[src/rtl/row_pkt_pkg.sv]
// Shared definitions for the row-data packet link.
// Imported by the request manager (producer) and row_pkt_receiver (consumer).
//  - Beat field offsets for the header/footer layout
//  - Completion error codes
//  - Receiver FSM state encoding
package row_pkt_pkg;

  localparam int unsigned AXIS_DATA_W   = 512;

  localparam int unsigned PKT_TYPE_OFFS = 0;
  localparam int unsigned ROW_RQID_OFFS = 8;
  localparam int unsigned ROW_STAT_OFFS = 40;

  localparam logic [7:0] ERR_TYPE  = 8'd1;
  localparam logic [7:0] ERR_SHORT = 8'd2;
  localparam logic [7:0] ERR_LONG  = 8'd3;
  localparam logic [7:0] ERR_ID    = 8'd4;

  typedef enum logic [1:0] {
    S_HDR   = 2'd0,
    S_DATA  = 2'd1,
    S_FTR   = 2'd2,
    S_DRAIN = 2'd3
  } rx_state_e;

endpackage

[src/rtl/axis_skid_512.sv]
// 512-bit AXI-Stream output register with a one-entry skid buffer.
// Ports:
//  clk, resetn   clock, synchronous active-low reset
//  i_push        a beat (i_data, i_last) is accepted this cycle
//  o_tdata/o_tvalid/o_tlast/i_tready   downstream AXI-Stream
//  o_skid_full   skid entry occupied; upstream must stop pushing
module axis_skid_512
  import row_pkt_pkg::*;
(
  input  logic                   clk,
  input  logic                   resetn,
  input  logic                   i_push,
  input  logic [AXIS_DATA_W-1:0] i_data,
  input  logic                   i_last,
  output logic [AXIS_DATA_W-1:0] o_tdata,
  output logic                   o_tvalid,
  output logic                   o_tlast,
  input  logic                   i_tready,
  output logic                   o_skid_full
);

  logic [AXIS_DATA_W-1:0] r_out_data;
  logic                   r_out_valid;
  logic                   r_out_last;
  logic [AXIS_DATA_W-1:0] r_skid_data;
  logic                   r_skid_valid;
  logic                   r_skid_last;
  logic                   w_out_free;

  // Output reg can take a new beat when empty or being consumed this cycle.
  assign w_out_free = !r_out_valid || i_tready;

  always_ff @(posedge clk) begin
    if (!resetn) begin
      r_out_data   <= '0;
      r_out_valid  <= 1'b0;
      r_out_last   <= 1'b0;
      r_skid_data  <= '0;
      r_skid_valid <= 1'b0;
      r_skid_last  <= 1'b0;
    end else if (w_out_free) begin
      if (r_skid_valid) begin
        // Oldest beat lives in the skid; it moves first to keep order.
        r_out_data  <= r_skid_data;
        r_out_last  <= r_skid_last;
        r_out_valid <= 1'b1;
        if (i_push) begin
          r_skid_data <= i_data;
          r_skid_last <= i_last;
        end else begin
          r_skid_valid <= 1'b0;
        end
      end else if (i_push) begin
        r_out_data  <= i_data;
        r_out_last  <= i_last;
        r_out_valid <= 1'b1;
      end else begin
        r_out_valid <= 1'b0;
      end
    end else if (i_push && !r_skid_valid) begin
      r_skid_data  <= i_data;
      r_skid_last  <= i_last;
      r_skid_valid <= 1'b1;
    end
  end

  assign o_tdata     = r_out_data;
  assign o_tvalid    = r_out_valid;
  assign o_tlast     = r_out_last;
  assign o_skid_full = r_skid_valid;

endmodule

[src/rtl/row_pkt_receiver.sv]
// Row-data packet receiver: checks header/data/footer framing, strips header and
// footer, forwards data beats and reports one completion per packet.
// Ports:
//  clk, resetn                 clock, synchronous active-low reset
//  AXIS_RX_*                   incoming packet stream (always ready for hdr/ftr)
//  AXIS_TX_*                   stripped row data, TLAST on last forwarded beat
//  CMPL_VALID/ID/STATUS/ERR    1-cycle completion strobe with held fields
//  ERR_COUNT                   saturating framing-error count
module row_pkt_receiver
  import row_pkt_pkg::*;
#(
  parameter int unsigned REQ_ID_WIDTH     = 32,
  parameter int unsigned BEATS_PER_PACKET = 16
) (
  input  logic                    clk,
  input  logic                    resetn,
  input  logic [AXIS_DATA_W-1:0]  AXIS_RX_TDATA,
  input  logic                    AXIS_RX_TVALID,
  input  logic                    AXIS_RX_TLAST,
  output logic                    AXIS_RX_TREADY,
  output logic [AXIS_DATA_W-1:0]  AXIS_TX_TDATA,
  output logic                    AXIS_TX_TVALID,
  output logic                    AXIS_TX_TLAST,
  input  logic                    AXIS_TX_TREADY,
  output logic                    CMPL_VALID,
  output logic [REQ_ID_WIDTH-1:0] CMPL_ID,
  output logic [7:0]              CMPL_STATUS,
  output logic                    CMPL_ERR,
  output logic [15:0]             ERR_COUNT
);

  localparam logic [7:0] LAST_IDX = 8'(BEATS_PER_PACKET - 1);

  rx_state_e               r_state;
  rx_state_e               w_state_nxt;
  logic [7:0]              r_cnt;
  logic [REQ_ID_WIDTH-1:0] r_hdr_id;
  logic                    r_cmpl_valid;
  logic [REQ_ID_WIDTH-1:0] r_cmpl_id;
  logic [7:0]              r_cmpl_status;
  logic                    r_cmpl_err;
  logic [15:0]             r_err_count;

  logic                    w_rx_hs;
  logic                    w_skid_full;
  logic [7:0]              w_type;
  logic [REQ_ID_WIDTH-1:0] w_id;
  logic [7:0]              w_stat;
  logic                    w_push;
  logic                    w_push_last;
  logic                    w_cmpl_fire;
  logic                    w_cmpl_err;
  logic [7:0]              w_cmpl_code;
  logic [REQ_ID_WIDTH-1:0] w_cmpl_id;

  assign w_type  = AXIS_RX_TDATA[PKT_TYPE_OFFS +: 8];
  assign w_id    = AXIS_RX_TDATA[ROW_RQID_OFFS +: REQ_ID_WIDTH];
  assign w_stat  = AXIS_RX_TDATA[ROW_STAT_OFFS +: 8];

  // Only data beats can be back-pressured; header/footer/drain beats never stall.
  assign AXIS_RX_TREADY = resetn && !(r_state == S_DATA && w_skid_full);
  assign w_rx_hs        = AXIS_RX_TVALID && AXIS_RX_TREADY;

  // State register
  always_ff @(posedge clk) begin
    if (!resetn) r_state <= S_HDR;
    else         r_state <= w_state_nxt;
  end

  // Next-state logic
  always_comb begin
    w_state_nxt = r_state;
    case (r_state)
      S_HDR: begin
        if (w_rx_hs) begin
          if (w_type != 8'h00 || AXIS_RX_TLAST) w_state_nxt = AXIS_RX_TLAST ? S_HDR : S_DRAIN;
          else                                  w_state_nxt = S_DATA;
        end
      end
      S_DATA: begin
        if (w_rx_hs && (AXIS_RX_TLAST || r_cnt == LAST_IDX)) begin
          w_state_nxt = AXIS_RX_TLAST ? S_HDR : S_FTR;
        end
      end
      S_FTR: begin
        if (w_rx_hs) w_state_nxt = AXIS_RX_TLAST ? S_HDR : S_DRAIN;
      end
      S_DRAIN: begin
        if (w_rx_hs && AXIS_RX_TLAST) w_state_nxt = S_HDR;
      end
      default: w_state_nxt = S_HDR;
    endcase
  end

  // Output logic: data forwarding and completion events
  always_comb begin
    w_push      = 1'b0;
    w_push_last = 1'b0;
    w_cmpl_fire = 1'b0;
    w_cmpl_err  = 1'b0;
    w_cmpl_code = 8'h00;
    w_cmpl_id   = r_hdr_id;
    case (r_state)
      S_HDR: begin
        if (w_rx_hs && (w_type != 8'h00 || AXIS_RX_TLAST)) begin
          // Header not latched yet, so report the ID carried by this beat.
          w_cmpl_fire = 1'b1;
          w_cmpl_err  = 1'b1;
          w_cmpl_code = ERR_TYPE;
          w_cmpl_id   = w_id;
        end
      end
      S_DATA: begin
        if (w_rx_hs) begin
          w_push      = 1'b1;
          w_push_last = AXIS_RX_TLAST || (r_cnt == LAST_IDX);
          if (AXIS_RX_TLAST) begin
            w_cmpl_fire = 1'b1;
            w_cmpl_err  = 1'b1;
            w_cmpl_code = ERR_SHORT;
          end
        end
      end
      S_FTR: begin
        if (w_rx_hs) begin
          w_cmpl_fire = 1'b1;
          w_cmpl_err  = 1'b1;
          if (!AXIS_RX_TLAST)          w_cmpl_code = ERR_LONG;
          else if (w_type != 8'h00)    w_cmpl_code = ERR_TYPE;
          else if (w_id != r_hdr_id)   w_cmpl_code = ERR_ID;
          else begin
            w_cmpl_err  = 1'b0;
            w_cmpl_code = w_stat;
          end
        end
      end
      default: ;
    endcase
  end

  // Counter, header ID and completion registers
  always_ff @(posedge clk) begin
    if (!resetn) begin
      r_cnt         <= 8'h00;
      r_hdr_id      <= '0;
      r_cmpl_valid  <= 1'b0;
      r_cmpl_id     <= '0;
      r_cmpl_status <= 8'h00;
      r_cmpl_err    <= 1'b0;
      r_err_count   <= 16'h0000;
    end else begin
      if (w_rx_hs && r_state == S_HDR) begin
        r_hdr_id <= w_id;
        r_cnt    <= 8'h00;
      end else if (w_rx_hs && r_state == S_DATA) begin
        r_cnt <= r_cnt + 8'd1;
      end
      r_cmpl_valid <= w_cmpl_fire;
      if (w_cmpl_fire) begin
        r_cmpl_id     <= w_cmpl_id;
        r_cmpl_status <= w_cmpl_code;
        r_cmpl_err    <= w_cmpl_err;
        if (w_cmpl_err && r_err_count != 16'hFFFF) r_err_count <= r_err_count + 16'd1;
      end
    end
  end

  axis_skid_512 u_skid (
    .clk         (clk),
    .resetn      (resetn),
    .i_push      (w_push),
    .i_data      (AXIS_RX_TDATA),
    .i_last      (w_push_last),
    .o_tdata     (AXIS_TX_TDATA),
    .o_tvalid    (AXIS_TX_TVALID),
    .o_tlast     (AXIS_TX_TLAST),
    .i_tready    (AXIS_TX_TREADY),
    .o_skid_full (w_skid_full)
  );

  assign CMPL_VALID  = r_cmpl_valid;
  assign CMPL_ID     = r_cmpl_id;
  assign CMPL_STATUS = r_cmpl_status;
  assign CMPL_ERR    = r_cmpl_err;
  assign ERR_COUNT   = r_err_count;

endmodule
[config.mk]
export PLATFORM = sky130hd
export DESIGN_NAME = row_pkt_receiver
export DESIGN_NICKNAME = d
export VERILOG_FILES = /design/src/rtl/row_pkt_pkg.sv /design/src/rtl/axis_skid_512.sv /design/src/rtl/row_pkt_receiver.sv
export SDC_FILE = /design/constraint.sdc
export NUM_CORES = 2
export LEC_CHECK = 0
export ABC_AREA = 1
export BUFFER_PORTS_ARGS = -buffer_cell sky130_fd_sc_hd__buf_2
export CORE_AREA = 2 2 425 427
export DETAILED_ROUTE_END_ITERATION = 10
export DIE_AREA = 0 0 427 429
export SLEW_MARGIN = 30
export SYNTH_ARGS = -nofsm -noshare
export SYNTH_HDL_FRONTEND = slang
export SYNTH_SLANG_ARGS = --single-unit
[constraint.sdc]
create_clock -name clk -period 1.71 [get_ports clk]
set_clock_uncertainty 0.15 [all_clocks]
set_input_delay 0.2565 -clock clk [delete_from_list [all_inputs] [get_ports clk]]
set_output_delay 0.2565 -clock clk [all_outputs]
set_load 0.05 [all_outputs]
==> flow_summary.yaml <==
status:
  outcome: "finished with violations"
  violations: "negative hold slack, negative setup slack"
finish:
  final_common_cell: "nand2_1"
  drive_gt1_frac: 0.280
  nets: 8086
  area_growth_pct: 58.1
  final_cells: 10000
  design_area_um2: 69900
  finish.utilization: 0.393
  final_cell_mix: "nand2_1 (1156), dfxtp_1 (1078), buf_2 (1059)"
yosys:
  avgSynthCellArea_um2: 7.61
  yosysSeqAreaShare: 0.511
  netlist_instances: 5810
  synthDistinctLibCells: 31
  synthesis.area_um2: 44200
  synth_seq_cells: 1128
  yosysWarnings: 0
  syn-num-nets: 6329
grt:
  grt_pass1_wl_mm: 297
  grt_overflow_total: 0
  grt_pass1_vias: 47800
  antenna_found_initial: 38
  grt.total_usage: 0.207
  grt_max_degree: 158
timing:
  fmax_ghz: 0.468
  relSlewSlack: 0.378
  holdWs_ps: -87.5
  setup_violations: 1678
  worst_pin_slew_ps: 932
  setup_ws_ps: -427
  finalCriticalPeriod_ps: 2140
  slew_viol_final: 0
  finalCritPeriodShare: 1.25
  hold_violations: 2
  rsz0062_at_grt: "yes"
setup_path:
  crit_fanout: 7
  crit_chain: "buf_6, nor2_4, nand4_4, nand2_4, nand2_8, inv_12, buf_12, buf_8, buf_16, buf_12, buf_16, o21ai_2, a31oi_1"
  worst_ep_required_time_ps: 2230
  slowest_stage: "dfxtp_4"
  regToRegStartpoint: "r_state[1]"
  startpoint_type: "flop"
  critPathKind: "reg2reg"
  crit_family: "buffers and inverters"
  crit_start: "r_state[1]"
  crit_arrival_ps: 2660
  cpPeakStageDelay_ps: 360
  cp-end-kind: "flop"
  cp_num_buf_inv: 7
clocking:
  cts_root_buf: "clkbuf_16"
  cts_buffers: 121
  cts.path.max_buffers: 3
  ctsHoldBuffers: 515
  htree_levels: 3
  clock_latency_ps: 790
  cts_tree: "done"
  cts_num_sinks: 1128
  path_clk_slew_ps: 60
placement:
  numPlacedInstances: 9018
  dpl.hpwl_mm: 121
  portBuffers: 1089
  gp_congestion: 0.891
  dpl_cell_area_um2: 53600
power:
  p_leak_uw: 0.0300
  p_per_area_nw_per_um2: 892
  irDropWorstVdd_v: 0.000887
floorplanning:
  io_pins: 1090
  die_y_um: 429
  dieArea_um2: 183000
  initial_core_util: 0.248
  coreArea_um2: 178000
  die_x_um: 427
  placementRows: 155
route:
  antenna_left: 0
  drt_wl_total_mm: 210
  viasPerCell: 5.08
  drc: 0
  wl_per_cell_um: 20.9
  dr.pass1.iters: 6
  drtIter0Drc: 4900
  routed-via-count: 51100
flow_run:
  maxCapViolations: 0
hold_path:
  min-delay-start: "AXIS_TX_TREADY"
  min_path_type: "in2reg"
flip-flops by register name, summed over array words and instances (netlist names):
register and cells:
CMPL_ERR 1, CMPL_ID 32, CMPL_STATUS 8, CMPL_VALID 1
ERR_COUNT 16, r_cnt 8, r_hdr_id 32, r_state 2
u_skid.o_skid_full 1, u_skid.o_tdata 512, u_skid.o_tlast 1, u_skid.o_tvalid 1
u_skid.r_skid_data 512, u_skid.r_skid_last 1
area by class of cell:
cell class | instances | area [µm²]
timing repair buffer | 2174 | 19600
multi-input combinational | 4074 | 20200
antenna | 34 | 85.1
sequential | 1128 | 22700
clock buffer | 177 | 3540
fill | 17400 | 108000
tap | 2355 | 2950
clock inverter | 34 | 447
inverter | 68 | 309
metrics by stage:
stage | setup TNS [ps] | total power, µW | worst slack, ps
4_1_cts | -414510 | 62200 | -450
2_1_floorplan | -2430 | 31300 | -92.6
6_report | -376500 | 62400 | -427
3_5_place_dp | -235510 | 33800 | -501
3_3_place_gp | -206010 | 33700 | -511
5_1_grt | -530770 | 64200 | -526
routing by layer:
layer  vias to the layer above  global-route usage  wire (µm)
met5                         -                   0         40
met3                       635              0.0473      17500
met4                         6               0.124      13100
li1                      23500                   -          -
met2                      2680               0.337      97400
met1                     24200               0.247      82100
worst paths after layout:
check,to,slack [ps],cells after the start
setup / recovery,u_skid.o_tdata[79],-430,13
hold / removal,u_skid.o_tvalid,-90,6
setup reg to reg,u_skid.o_tdata[79],-430,13
hold reg to reg,u_skid.o_tdata[182],280,2
power breakdown:
group          leakage, µW  internal [µW]  switching, µW
sequential         0.00915          26800            432
combinational       0.0189           3370           5050
clock              0.00195          15100          11600
total               0.0300          45300          17100
worst min-delay path, delay by kind of cell:
family          cells  cell delay, ps
compound gates      1              70
buf+inv             4             420
simple gates        1              30
kinds of logic (layout without fill, tap and decap cells):
group	count (synthesis)	in the layout	synth area share
buf+inv	611	2453	0.0581
compound gates	1744	1744	0.212
flops	1128	1128	0.511
fa+ha+maj	2	2	0.000566
xor+xnor	40	40	0.00792
simple gates	2285	2288	0.211
other cells	0	34	0
timing repair:
item,4_1_cts,5_1_grt
resized for setup,654,322
setup endpoints to repair,1682,1699
hold endpoints to repair,1105,2
setup buffers,118,42
pin swaps,19,40
gates cloned,86,49
synth_stat cells:
cell type / instances / share of area
or2_2: 1 / 0.00014
buf_2: 180 / 0.020
clkinv_1: 1 / 0.000085
nand3_1: 16 / 0.0018
nand3_4: 2 / 0.00079
o21ai_0: 1130 / 0.13
nor3_2: 1 / 0.00023
nand4_2: 1 / 0.00028
a31oi_1: 513 / 0.073
a21oi_1: 99 / 0.011
nand2_4: 1 / 0.00025
a211oi_1: 1 / 0.00017
nand2_1: 1166 / 0.099
nor3_1: 481 / 0.054
inv_2: 7 / 0.00059
nand4_1: 19 / 0.0027
buf_6: 2 / 0.00051
o21ai_2: 1 / 0.00020
xor2_1: 7 / 0.0014
nand3b_1: 1 / 0.00017
nor2_4: 1 / 0.00025
dfxtp_1: 1128 / 0.51
xnor2_1: 33 / 0.0065
ha_1: 2 / 0.00057
buf_4: 10 / 0.0017
nor2_2: 3 / 0.00042
clkbuf_1: 342 / 0.029
or2_1: 1 / 0.00014
buf_1: 9 / 0.00076
nor2_1: 591 / 0.050
inv_1: 60 / 0.0051
(Power assumes the default switching activity.)
